$ cat config.mk
export PLATFORM = sky130hd
export DESIGN_NAME = axi_mem_init_master
export DESIGN_NICKNAME = d
export VERILOG_FILES = /design/src/rtl/axi_mem_init_master.sv
export SDC_FILE = /design/constraint.sdc
export NUM_CORES = 1
export LEC_CHECK = 0
export ABC_AREA = 1
export BUFFER_PORTS_ARGS = -buffer_cell sky130_fd_sc_hd__buf_2
export CAP_MARGIN = 0
export CELL_PAD_IN_SITES_DETAIL_PLACEMENT = 0
export CELL_PAD_IN_SITES_GLOBAL_PLACEMENT = 2
export CORE_ASPECT_RATIO = 0.8
export CORE_MARGIN = 2
export CORE_UTILIZATION = 23
export CTS_CLUSTER_SIZE = 12
export DETAILED_ROUTE_END_ITERATION = 8
export GPL_ROUTABILITY_DRIVEN = 0
export PLACE_DENSITY = 0.91
export SLEW_MARGIN = 20
export SYNTH_ARGS = -nofsm -noshare
export SYNTH_HDL_FRONTEND = slang
export SYNTH_SLANG_ARGS = --single-unit
$ cat constraint.sdc
create_clock -name clk -period 1.5 [get_ports clk]
set_input_delay 0 -clock clk [delete_from_list [all_inputs] [get_ports clk]]
set_output_delay 0 -clock clk [all_outputs]
set_load 0.01 [all_outputs]
$ cat src/rtl/axi_mem_init_master.sv
// axi_mem_init_master: AXI write master that preloads a memory image at run time.
// Walks NUM_ENTRIES {addr, word} records from INIT_TABLE and issues one INCR burst
// per record, least significant beat first. The table image is passed in as the
// INIT_TABLE parameter; the build flow converts the hex image into it.
// Optional feature: define INIT_READBACK_EN to read every record back and count
// records whose data or rresp does not match (mismatch_cnt).
module axi_mem_init_master #(
    parameter int DATA_WIDTH  = 8,
    parameter int ADDR_WIDTH  = 16,
    parameter int ID_W_WIDTH  = 5,
    parameter int AW_ID       = 0,
    parameter int BEATS       = 4,
    parameter int NUM_ENTRIES = 9,
    parameter int AUTO_START  = 1,
    parameter logic [NUM_ENTRIES*(ADDR_WIDTH+BEATS*DATA_WIDTH)-1:0] INIT_TABLE = {
        16'hA020, 32'h1, 16'hA01C, 32'h1, 16'hA018, 32'h1,
        16'hA014, 32'h1, 16'hA010, 32'h2, 16'hA00C, 32'h1,
        16'hA008, 32'h1, 16'hA004, 32'h1, 16'hA000, 32'h1}
) (
    input  logic                             clk,
    input  logic                             rst,
    input  logic                             start,
    output logic                             busy,
    output logic                             done,
    output logic [$clog2(NUM_ENTRIES+1)-1:0] err_cnt,
    output logic [ID_W_WIDTH-1:0]            awid,
    output logic [ADDR_WIDTH-1:0]            awaddr,
    output logic [7:0]                       awlen,
    output logic [2:0]                       awsize,
    output logic [1:0]                       awburst,
    output logic                             awvalid,
    input  logic                             awready,
    output logic [DATA_WIDTH-1:0]            wdata,
    output logic [DATA_WIDTH/8-1:0]          wstrb,
    output logic                             wlast,
    output logic                             wvalid,
    input  logic                             wready,
    input  logic [ID_W_WIDTH-1:0]            bid,
    input  logic [1:0]                       bresp,
    input  logic                             bvalid,
`ifdef INIT_READBACK_EN
    output logic [ID_W_WIDTH-1:0]            arid,
    output logic [ADDR_WIDTH-1:0]            araddr,
    output logic [7:0]                       arlen,
    output logic [2:0]                       arsize,
    output logic [1:0]                       arburst,
    output logic                             arvalid,
    input  logic                             arready,
    input  logic [ID_W_WIDTH-1:0]            rid,
    input  logic [DATA_WIDTH-1:0]            rdata,
    input  logic [1:0]                       rresp,
    input  logic                             rlast,
    input  logic                             rvalid,
    output logic                             rready,
    output logic [$clog2(NUM_ENTRIES+1)-1:0] mismatch_cnt,
`endif
    output logic                             bready
);

    localparam int WORD_W = BEATS * DATA_WIDTH;
    localparam int REC_W  = ADDR_WIDTH + WORD_W;
    localparam int CNT_W  = $clog2(NUM_ENTRIES + 1);
    localparam int BEAT_W = (BEATS > 1) ? $clog2(BEATS) : 1;
    localparam logic [BEAT_W-1:0] LAST_BEAT = BEAT_W'(BEATS - 1);
    localparam logic [CNT_W-1:0]  END_ENTRY = CNT_W'(NUM_ENTRIES);

    localparam logic [2:0] S_IDLE = 3'd0;
    localparam logic [2:0] S_AW   = 3'd1;
    localparam logic [2:0] S_W    = 3'd2;
    localparam logic [2:0] S_B    = 3'd3;
    localparam logic [2:0] S_NEXT = 3'd4;
    localparam logic [2:0] S_DONE = 3'd5;
`ifdef INIT_READBACK_EN
    localparam logic [2:0] S_RA   = 3'd6;
    localparam logic [2:0] S_R    = 3'd7;
`endif

    logic [2:0]            state_q, state_d;
    logic [CNT_W-1:0]      entry_q, entry_d;
    logic [BEAT_W-1:0]     beat_q, beat_d;
    logic [CNT_W-1:0]      err_q, err_d;
    logic [REC_W-1:0]      rec;
    logic [ADDR_WIDTH-1:0] rec_addr;
    logic [WORD_W-1:0]     rec_word;
    logic [DATA_WIDTH-1:0] beat_data;
`ifdef INIT_READBACK_EN
    logic [CNT_W-1:0]      mm_q, mm_d;
    logic                  flag_q, flag_d;
`endif

    // Select the current record; out-of-range entries (DONE) fall back to record 0.
    always_comb begin
        rec = INIT_TABLE[0 +: REC_W];
        for (int i = 0; i < NUM_ENTRIES; i++) begin
            if (entry_q == CNT_W'(i)) rec = INIT_TABLE[i*REC_W +: REC_W];
        end
    end

    assign rec_addr  = rec[REC_W-1 -: ADDR_WIDTH];
    assign rec_word  = rec[WORD_W-1:0];
    assign beat_data = rec_word[beat_q*DATA_WIDTH +: DATA_WIDTH];

    // All bus outputs decode straight from registered state so they stay stable under stalls
    // and drop in the same cycle reset asserts.
    assign awid    = ID_W_WIDTH'(AW_ID);
    assign awaddr  = rec_addr;
    assign awlen   = 8'(BEATS - 1);
    assign awsize  = 3'($clog2(DATA_WIDTH / 8));
    assign awburst = 2'b01;
    assign awvalid = (state_q == S_AW);
    assign wdata   = beat_data;
    assign wstrb   = '1;
    assign wvalid  = (state_q == S_W);
    assign wlast   = (state_q == S_W) && (beat_q == LAST_BEAT);
    assign bready  = (state_q == S_B);
    assign done    = (state_q == S_DONE);
    assign busy    = (state_q != S_IDLE) && (state_q != S_DONE);
    assign err_cnt = err_q;

`ifdef INIT_READBACK_EN
    assign arid         = ID_W_WIDTH'(AW_ID);
    assign araddr       = rec_addr;
    assign arlen        = 8'(BEATS - 1);
    assign arsize       = 3'($clog2(DATA_WIDTH / 8));
    assign arburst      = 2'b01;
    assign arvalid      = (state_q == S_RA);
    assign rready       = (state_q == S_R);
    assign mismatch_cnt = mm_q;

    logic unused_inputs;
    assign unused_inputs = ^{1'b0, bid, rid};
`else
    logic unused_inputs;
    assign unused_inputs = ^{1'b0, bid};
`endif

    // Table walk: one burst outstanding, entry advances only in NEXT.
    always_comb begin
        state_d = state_q;
        entry_d = entry_q;
        beat_d  = beat_q;
        err_d   = err_q;
`ifdef INIT_READBACK_EN
        mm_d    = mm_q;
        flag_d  = flag_q;
`endif
        case (state_q)
            S_IDLE: begin
                if ((AUTO_START != 0) || start) begin
                    state_d = S_AW;
                    entry_d = '0;
                    err_d   = '0;
`ifdef INIT_READBACK_EN
                    mm_d    = '0;
`endif
                end
            end
            S_AW: begin
                if (awready) begin
                    state_d = S_W;
                    beat_d  = '0;
                end
            end
            S_W: begin
                if (wready) begin
                    beat_d = beat_q + 1'b1;
                    if (beat_q == LAST_BEAT) state_d = S_B;
                end
            end
            S_B: begin
                if (bvalid) begin
                    if (bresp != 2'b00) err_d = err_q + 1'b1;
`ifdef INIT_READBACK_EN
                    state_d = S_RA;
`else
                    state_d = S_NEXT;
`endif
                end
            end
            S_NEXT: begin
                entry_d = entry_q + 1'b1;
                state_d = (entry_d == END_ENTRY) ? S_DONE : S_AW;
            end
            S_DONE: begin
                if (start) begin
                    state_d = S_AW;
                    entry_d = '0;
                    err_d   = '0;
`ifdef INIT_READBACK_EN
                    mm_d    = '0;
`endif
                end
            end
`ifdef INIT_READBACK_EN
            S_RA: begin
                if (arready) begin
                    state_d = S_R;
                    beat_d  = '0;
                    flag_d  = 1'b0;
                end
            end
            S_R: begin
                if (rvalid) begin
                    beat_d = beat_q + 1'b1;
                    if ((rdata != beat_data) || (rresp != 2'b00)) flag_d = 1'b1;
                    if (rlast) begin
                        if (flag_d) mm_d = mm_q + 1'b1;
                        state_d = S_NEXT;
                    end
                end
            end
`endif
            default: state_d = S_IDLE;
        endcase
    end

    // State and counter registers, cleared asynchronously by rst.
    always_ff @(posedge clk or posedge rst) begin
        if (rst) begin
            state_q <= S_IDLE;
            entry_q <= '0;
            beat_q  <= '0;
            err_q   <= '0;
        end else begin
            state_q <= state_d;
            entry_q <= entry_d;
            beat_q  <= beat_d;
            err_q   <= err_d;
        end
    end

`ifdef INIT_READBACK_EN
    // Readback mismatch bookkeeping.
    always_ff @(posedge clk or posedge rst) begin
        if (rst) begin
            mm_q   <= '0;
            flag_q <= 1'b0;
        end else begin
            mm_q   <= mm_d;
            flag_q <= flag_d;
        end
    end
`endif

endmodule

==> run metrics, run 1 <==
synthesized netlist cell count=172; count of boundary I/O pins=66; number of max-slew violations in the final report=0; worst-case clock buffer depth=2; endpoint of the lowest-slack register-to-register path=state_q[2]; vias after detailed routing=990; number of synthesized flops with an enable pin=0; clk slew on worst S/H paths=approximately 0.06 ns; total clock sinks=13; die area=~6000 um^2; core area=5090 um^2; setup slack, reg-to-reg=between 0.15 and 0.2 ns; total buffers and inverters traversed by the critical path=2; total power draw=0.00195 W; Syn Area/Cell=between 7 and 8 um^2; top fanout value on the critical path=4; largest clock skew in the final design=0.00179 ns; die extent in x=86.1 um; CP max stage delay=0.43 ns; power density normalized to cell area=1400 nW/um^2; HPWL after detailed placement=1910 um; Port Buffer Count=23; Arrival @ worst endpoint=around 1.5 ns; initial antenna violation count=0; clock tree from TritonCTS=done; vias in the first global route=880; worst hold path endpoint=beat_q[1]; share of async-settable or async-resettable flops after synthesis=1.00; Final Setup Violations=0; total number of placement rows=23; static leakage=0.787 nW; per-cell via count in the routed design=3.76; Least-Margin Pin Slew=between 0.5 and 0.6 ns; top cell family by delay on the critical path=flip-flops; outcome=complete, no violations; flip-flop and latch count after synthesis=13; ys flop type=dfrtp_1; wire length of the first global-routing pass=between 4000 and 5000 um; total overflow reported by the global router=0; Critical Path Source Type=flip-flop; WP data required=1.50 ns; number of DRC violations after detailed routing=0; Seq/Total Area, Yosys=0.263; number of inserted diodes=0; effective utilization at floorplan=0.243; final-report hold violation count=0; cts bufs inserted=3; setup repair after global routing missed its margin=yes; total routed wirelength=roughly 2400 um; shortest period the worst path allows=1.46 ns; critical path type=reg -> out; Die Ht=69.6 um; maximum number of pins on one net before global-route repair=14; Area growth, synth to finish=12.7%; max frequency=roughly 680 MHz; worst vdd rail ir drop=0.000503 V; Max Cap Violations=0; WL per Instance=9.11 um; YS warnings=0; worst reg2reg startpoint=state_q[2]; distinct cell type count of the synthesized netlist=27; proportion of layout cells with a drive suffix above 1=0.279; Crit. End Element=primary output; ratio of final minimum period to clock period=0.975; number of iterations in the first detailed-routing pass=4; Clock H-tree levels=1; clock latency at the later pin of the worst-skew pair=0.24 ns; global router's overall resource usage=0.0812; utilization after layout=0.274; hold path startpoint=wready; Nets=222; cell area after synthesis=1240 um^2; HP Class=in -> reg; number of violations reported at the end of detailed-routing iteration 0=59; Filler Cells Inserted=560; cell at the slowest stage of the critical path=dfrtp_2; Hold Path Cell Cnt=3; sequence of cells on the critical path=buf_6 > ha_4 > nor2_1 > nand4_1 > nor3_2 > buf_2; remaining number of nets flagged by the antenna check after routing=0; R2R depth=8; worst relative slew slack=0.656; master cell of the clock root buffer=clkbuf_8
-- worst max-delay path by stage --
| stage | from | endpoint | depth (start not counted) |
|---|---|---|---|
| floorplan | state_q[2] | state_q[1] | 9 |
| global placement | state_q[2] | state_q[1] | 8 |
| detailed placement | state_q[2] | state_q[1] | 8 |
| CTS | entry_q[0] | wdata[1] | 6 |
| global route | entry_q[0] | wdata[1] | 6 |
| finish | entry_q[0] | wdata[1] | 6 |
-- metal layers --
metal  vias up  global-route usage  part of all wire
li1        517                   -                 -
met1       443               0.113              0.50
met2        28               0.125              0.45
met3         2              0.0226             0.048
met4         0              0.0159            0.0088
met5         -                   0                 0
-- logic make-up after synthesis --
kind of cell / synth area share
simple gates: 0.277
flops: 0.263
other cells: 0.00606
fa+ha+maj: 0.0707
compound gates: 0.0768
buf+inv: 0.293
xor+xnor: 0.0141
-- placed cells by master, fill, tap and decap left out --
cell type      count
a21oi_1            2
a21oi_4            1
buf_2             22
buf_4              3
buf_6              2
clkbuf_1           1
clkbuf_8           3
conb_1            37
dfrtp_1           11
dfrtp_2            2
dlygate4sd3_1      1
ha_1               4
ha_2               2
ha_4               1
inv_1             11
inv_2              7
inv_4              1
nand2_1           38
nand2_2            4
nand2_4            1
nand3_1            7
nand3_2            1
nand3b_1           1
nand4_1            3
nor2_1            16
nor2_2             3
nor2_4             1
nor3_2             1
o211ai_1           2
o21ai_0            6
o21ai_1            3
o21ai_2            1
xnor2_1            1
xor2_1             1
-- what timing repair did --
item | 4_1_cts | 5_1_grt
hold buffers | 1 | 0
setup buffers | 2 | 1
endpoints found under the hold margin | 13 | 0
gates resized for setup | 5 | 8
cloned | 0 | 0
endpoints found under the setup margin | 2 | 5
pin swaps | 1 | 1
-- tightest hold or removal path, stage by stage --
cell,delay (ns)
buf_2,0.10
nand3_1,0.08
nand2_1,0.07
-- cells in the mapped netlist (2+ instances only) --
cell	n	share of area
o21ai_0	6	0.024
a21oi_1	2	0.0081
nand3_1	7	0.028
nand4_1	3	0.015
inv_1	14	0.042
nor2_2	2	0.010
buf_4	37	0.22
ha_1	7	0.071
conb_1	2	0.0061
inv_2	4	0.012
o21ai_1	3	0.012
dfrtp_1	13	0.26
nand2_2	4	0.020
o211ai_1	2	0.012
nand2_1	38	0.12
nor2_1	17	0.052
-- state kept, by name, summed over array words and instances (netlist names) --
register,count
beat_q,2
entry_q,4
err_cnt,4
state_q,3
-- through the flow --
| stage | setup TNS [ns] | instances | worst slack [ns] | cell area, um^2 | hold slack, ns |
|---|---|---|---|---|---|
| 6_report | 0 | 263 | 0.0381 | 1400 | 0.0390 |
| 5_1_grt | -0.201 | 263 | -0.106 | 1400 | 0.0552 |
| 4_1_cts | -0.0385 | 262 | -0.0385 | 1370 | 0.0345 |
| 3_5_place_dp | 0 | 255 | 0.0935 | 1280 | 0.0645 |
| 3_3_place_gp | 0 | 255 | 0.0824 | 1280 | 0.0710 |
| 2_1_floorplan | 0 | 207 | 0.255 | 1370 | -0.123 |
-- final cells by class --
cell class / count / area (um^2) / area share
Clock buffer: 4 / 45.0 / 0.0323
Multi-Input combinational cell: 137 / 707 / 0.506
Inverter: 19 / 73.8 / 0.0529
Timing Repair Buffer: 28 / 165 / 0.118
Sequential cell: 13 / 328 / 0.235
Tap cell: 62 / 77.6 / 0.0556
-- power breakdown --
part	switching, W	leakage, nW	total, W	internal, W
clock network	0.000127	0.0228	0.000315	0.000188
registers	0.000130	0.172	0.000563	0.000433
logic	0.000666	0.593	0.00107	0.000409
total	0.000923	0.787	0.00195	0.00103
Power figures use the tool's default switching activity.
==> run 2: changes to the inputs <==
==> constraint.sdc (replaced) <==
create_clock -name clk -period 1.5 [get_ports clk]
set_input_delay 0.3 -clock clk [delete_from_list [all_inputs] [get_ports clk]]
set_output_delay 0.3 -clock clk [all_outputs]
set_load 0.01 [all_outputs]
==> run 2 against run 1 <==
Net effect: the flow now finishes with violations (negative setup slack); via count is 5.1% higher; critical path depth stayed put; largest power group unchanged; register-to-register slack worse by 0.12 ns; fmax is 15% lower; largest cell class unchanged; flip-flop and latch count stayed put; critical path type unchanged.
==> run metrics, run 2 (synthesis gave the netlist of run 1 again) <==
worst reg2reg startpoint=entry_q[1]; Final Setup Violations=5; CP max stage delay=~0.42 ns; setup slack, reg-to-reg=0.05 ns; Crit. End Element=primary output; clk slew on worst S/H paths=0.06 ns; HPWL after detailed placement=1990 um; shortest period the worst path allows=around 1.7 ns; number of violations reported at the end of detailed-routing iteration 0=between 60 and 70; number of max-slew violations in the final report=0; total overflow reported by the global router=0; total buffers and inverters traversed by the critical path=2; wire length of the first global-routing pass=4060 um; effective utilization at floorplan=0.243; global router's overall resource usage=0.0832; number of inserted diodes=0; Least-Margin Pin Slew=0.512 ns; WP data required=1.20 ns; endpoint of the lowest-slack register-to-register path=state_q[2]; utilization after layout=0.306; clock latency at the later pin of the worst-skew pair=roughly 0.25 ns; top cell family by delay on the critical path=flip-flops; total power draw=~0.0022 W; per-cell via count in the routed design=~3.7; initial antenna violation count=0; top fanout value on the critical path=4; ratio of final minimum period to clock period=1.15; number of iterations in the first detailed-routing pass=4; worst setup timing slack at the placement stage=-0.0330 ns; total clock sinks=13; setup repair after global routing missed its margin=yes; remaining number of nets flagged by the antenna check after routing=0; Die Ht=69.6 um; die area=5990 um^2; total number of placement rows=23; proportion of layout cells with a drive suffix above 1=0.361; vias after detailed routing=1,040; Port Buffer Count=23; count of boundary I/O pins=66; max frequency=between 500 and 600 MHz; clock tree from TritonCTS=done; vias in the first global route=916; commonest cells after routing, fill and taps aside=37 x nand2_1, 37 x conb_1, 22 x buf_2; sequence of cells on the critical path=inv_2 > ha_4 > nor2_1 > nand4_1 > nor3_1 > buf_2; cts bufs inserted=3; HP Class=in -> async; master cell of the clock root buffer=clkbuf_8; Placed Instance Area=1340 um^2; Worst Slack Setup Final=-0.226 ns; Nets=237; Critical Path Source Type=flip-flop; number of DRC violations after detailed routing=0; R2R depth=11; die extent in x=86.1 um; static leakage=0.861 nW; sum of negative setup slack=-0.846 ns; worst-case clock buffer depth=2; core area=5090 um^2; Area growth, synth to finish=25.8%; outcome=finished with violations; worst relative slew slack=0.658; worst vdd rail ir drop=0.000479 V; largest clock skew in the final design=0.000876 ns; power density normalized to cell area=about 1400 nW/um^2; maximum number of pins on one net before global-route repair=14; critical path type=reg -> out; WL per Instance=roughly 9 um; final instance area=1560 um^2; Clock H-tree levels=1; total routed wirelength=2550 um; Max Cap Violations=0; violated checks=negative setup slack; final-report hold violation count=0; cell at the slowest stage of the critical path=dfrtp_2; Arrival @ worst endpoint=1.43 ns
run 2: cell count changes in the layout (fill, tap and decap cells not counted), moves of 2 or more:
cell / change
nor2_1: -2
nor2_2: -2
inv_4: +2
ha_1: -2
inv_2: -3
dfrtp_2: +3
dfrtp_1: -3
buf_4: +16
nor2_4: +4
run 2: per-stage QoR:
| stage | hold slack, ns | std cells |
|---|---|---|
| 4_1_cts | 0.106 | 271 |
| 3_5_place_dp | 0.370 | 263 |
| 3_3_place_gp | 0.372 | 263 |
| 2_1_floorplan | 0.177 | 207 |
| 5_1_grt | 0.144 | 278 |
| 6_report | 0.0773 | 278 |
run 2: how the worst max path moves through the flow:
stage               startpoint        to  slack [ns]  cells after the start
detailed placement  entry_q[0]  wdata[1]       -0.03                      6
finish              entry_q[0]  wdata[1]       -0.23                      6
global placement    entry_q[0]  wdata[1]      -0.009                      6
floorplan           entry_q[0]  wdata[1]        0.02                      5
global route        entry_q[0]  wdata[1]       -0.31                      5
CTS                 entry_q[0]  wdata[1]       -0.28                      5
run 2: layout make-up:
type                    instances  area [um^2]
clock buffers                   4         45.0
fillers                       538         3540
inverters                      19         78.8
multi-input cells             137          749
flip-flops and latches         13          332
well taps                      62         77.6
repair buffers                 43          275
run 2: repair_timing:
action                                  4_1_cts  5_1_grt
endpoints found under the setup margin       10       12
pin swaps                                     5        9
buffers inserted                              4        7
hold buffers                                  0        0
resized for setup                            13       14
run 2: per-layer routing:
layer  wire (um)  share of wire  global-route usage
met2        1200           0.47               0.127
met3         136          0.053              0.0262
met4          22         0.0086              0.0229
met1        1200           0.47               0.112
met5           0              0                   0
run 2: power breakdown:
group / switching, W / internal, W
logic: 0.000735 / 0.000576
clock network: 0.000133 / 0.000188
registers: 0.000158 / 0.000439
total: 0.00103 / 0.00120
==> run 3: changes to the inputs <==
Settings changed: ABC_AREA 1 to default, CORE_UTILIZATION 23 to 25, PLACE_DENSITY 0.91 to 0.94.
Clock period 1.5 ns to 2 ns, I/O delays scaled along.
==> run 3 against run 2 <==
Net effect: the run now ends clean; cell count decreased by 19%; critical path depth decreased by 1; synthesized area decreased by 3.1%.
==> run metrics, run 3 <==
outcome=complete, no violations; count of boundary I/O pins=66; sequential power share=0.324; setup slack, reg-to-reg=around 0.4 ns; largest clock skew in the final design=0.00182 ns; sum of negative setup slack=0 ns; Arrival @ worst endpoint=1.49 ns; effective utilization at floorplan=0.261; setup repair after global routing missed its margin=yes; worst vdd rail ir drop=~0.00031 V; vias after detailed routing=between 800 and 900; distinct cell type count of the synthesized netlist=39; max frequency=530 MHz; Critical Path Source Type=flip-flop; Area growth, synth to finish=8.03%; proportion of layout cells with a drive suffix above 1=0.250; Comb pwr share=0.513; Port Buffer Count=23; worst relative slew slack=0.648; wire length of the first global-routing pass=3150 um; number of max-slew violations in the final report=0; shortest period the worst path allows=1.89 ns; HPWL after detailed placement=around 1700 um; number of iterations in the first detailed-routing pass=4; Hold-fix buffers, CTS=0; final-report hold violation count=0; number of inserted diodes=0; number of synthesized flops with an enable pin=0; top fanout value on the critical path=5; Switching Share=0.436; Nets=between 150 and 200; number of DRC violations after detailed routing=0; vias in the first global route=698; synthesized netlist cell count=140; total routed wirelength=2180 um; HP Class=in -> async; total clock sinks=13; Least-Margin Pin Slew=~0.53 ns; critical path type=reg -> out; Post-synth top cells=37 x buf_4, 13 x dfrtp_1, 10 x nor2_1; global router's overall resource usage=0.0764; cell area after synthesis=1200 um^2; Syn Area/Cell=8.57 um^2; die extent in x=81.5 um; most common cell after layout, fill and taps aside=conb_1; most frequent cell after synthesis=buf_4; total of cells resized after clock tree synthesis=0; initial antenna violation count=0; proportion of netlist area held by the largest area contributor=0.271; remaining number of nets flagged by the antenna check after routing=0; internal cell power=0.000821 W; maximum number of pins on one net before global-route repair=14; power density normalized to cell area=1120 nW/um^2; share of async-settable or async-resettable flops after synthesis=1.00; worst-case clock buffer depth=2; R2R depth=4; master cell of the clock root buffer=clkbuf_8; part of the total power dissipated in the clock network=0.164; Crit. End Element=primary output; flip-flop and latch count after synthesis=13; YS warnings=0; commonest cells after routing, fill and taps aside=37 x conb_1, 23 x buf_2, 11 x dfrtp_1; cell type contributing the most total cell area after synthesis=dfrtp_1; clk slew on worst S/H paths=0.06 ns; Die Ht=66.0 um; Max Cap Violations=0; Seq/Total Area, Yosys=0.271; static leakage=0.691 nW; core area=4600 um^2; clock latency at the later pin of the worst-skew pair=0.24 ns; WL per Instance=9.75 um; total overflow reported by the global router=0; ys flop type=dfrtp_1; Post-Place Cells=220; number of violations reported at the end of detailed-routing iteration 0=64; WP data required=1.60 ns; total number of placement rows=22; post-CTS setup repair buffer count=0; die area=roughly 5400 um^2; ratio of final minimum period to clock period=0.943; per-cell via count in the routed design=3.93; cts bufs inserted=3; Clock H-tree levels=1; Final Setup Violations=0; sw power=between 0.0006 and 0.0007 W; top area cells in the synthesized netlist=dfrtp_1 27%, buf_4 23%, ha_1 7.3%; fin cells=224; clock tree from TritonCTS=done
==> run 3: cell types whose count changed in the layout (fill, tap and decap cells not counted), moves of 5 or more <==
cell / previous run / this run
a21oi_1: 2 / 8
buf_4: 19 / 2
inv_1: 12 / 5
nand2_1: 37 / 9
nand3_1: 7 / 2
nor2_1: 14 / 9
nor2_4: 5 / 0
==> run 3: path summary, 6_finish.rpt <==
path | start | endpoint
setup reg to reg | state_q[2] | err_cnt[1]
setup / recovery | entry_q[0] | wdata[0]
hold reg to reg | err_cnt[3] | err_cnt[3]
min in group clk | awready | state_q[1]
hold / removal | rst | entry_q[1]
max in group asynchronous | rst | state_q[0]
==> run 3: worst max-delay path: stages (launching register included) <==
cell	delay (ns)
dfrtp_2	0.44
ha_2	0.23
nor2_2	0.13
nand4b_1	0.13
nor3b_2	0.17
buf_2	0.14
==> run 3: cells by family (layout without fill, tap and decap cells) <==
| kind of cell | count (synthesis) | in the layout | share of synthesized area |
|---|---|---|---|
| AO/OA/AOI/OAI | 26 | 26 | 0.145 |
| XOR/XNOR | 2 | 2 | 0.0146 |
| adder cells (fa/ha/maj) | 7 | 7 | 0.0730 |
| buffers and inverters | 46 | 35 | 0.267 |
| flip-flops | 13 | 13 | 0.271 |
| multiplexers | 2 | 2 | 0.0209 |
| other | 2 | 37 | 0.00626 |
| AND/OR/NAND/NOR | 42 | 42 | 0.202 |
==> run 3: power groups by stage <==
stage / Combinational, W / Sequential, W / Clock, W
2_1_floorplan: 0.000608 / 0.000432 / 0
3_3_place_gp: 0.000736 / 0.000465 / 0
3_5_place_dp: 0.000737 / 0.000466 / 0
4_1_cts: 0.000744 / 0.000460 / 0.000240
5_1_grt: 0.000830 / 0.000489 / 0.000252
6_report: 0.000746 / 0.000471 / 0.000238
==> run 3: area by class of cell <==
cell class | count | area, um^2
clock buffer | 4 | 45.0
fill | 493 | 3300
inverter | 6 | 22.5
multi-input combinational | 116 | 696
sequential | 13 | 328
tap | 60 | 75.1
timing repair buffer | 25 | 130
==> run 3: per-stage QoR <==
stage          worst slack [ns]  cell area, um^2   util  power, W  hold slack [ns]
6_report                  0.113             1300  0.282   0.00146            0.185
5_1_grt                  0.0111             1300  0.282   0.00157            0.233
4_1_cts                  0.0268             1280  0.279   0.00144            0.214
3_5_place_dp              0.296             1240  0.269   0.00120            0.474
3_3_place_gp              0.273             1240  0.269   0.00120            0.474
2_1_floorplan             0.416             1330      -   0.00104            0.277
==> run 3: layer usage <==
| metal | routed length [um] | track usage | up-vias |
|---|---|---|---|
| met1 | 1010 | 0.100 | 412 |
| met2 | 1040 | 0.117 | 26 |
| met3 | 110 | 0.0164 | 2 |
| met4 | 30 | 0.0403 | 0 |
| li1 | - | - | 441 |
| met5 | 0 | 0 | - |
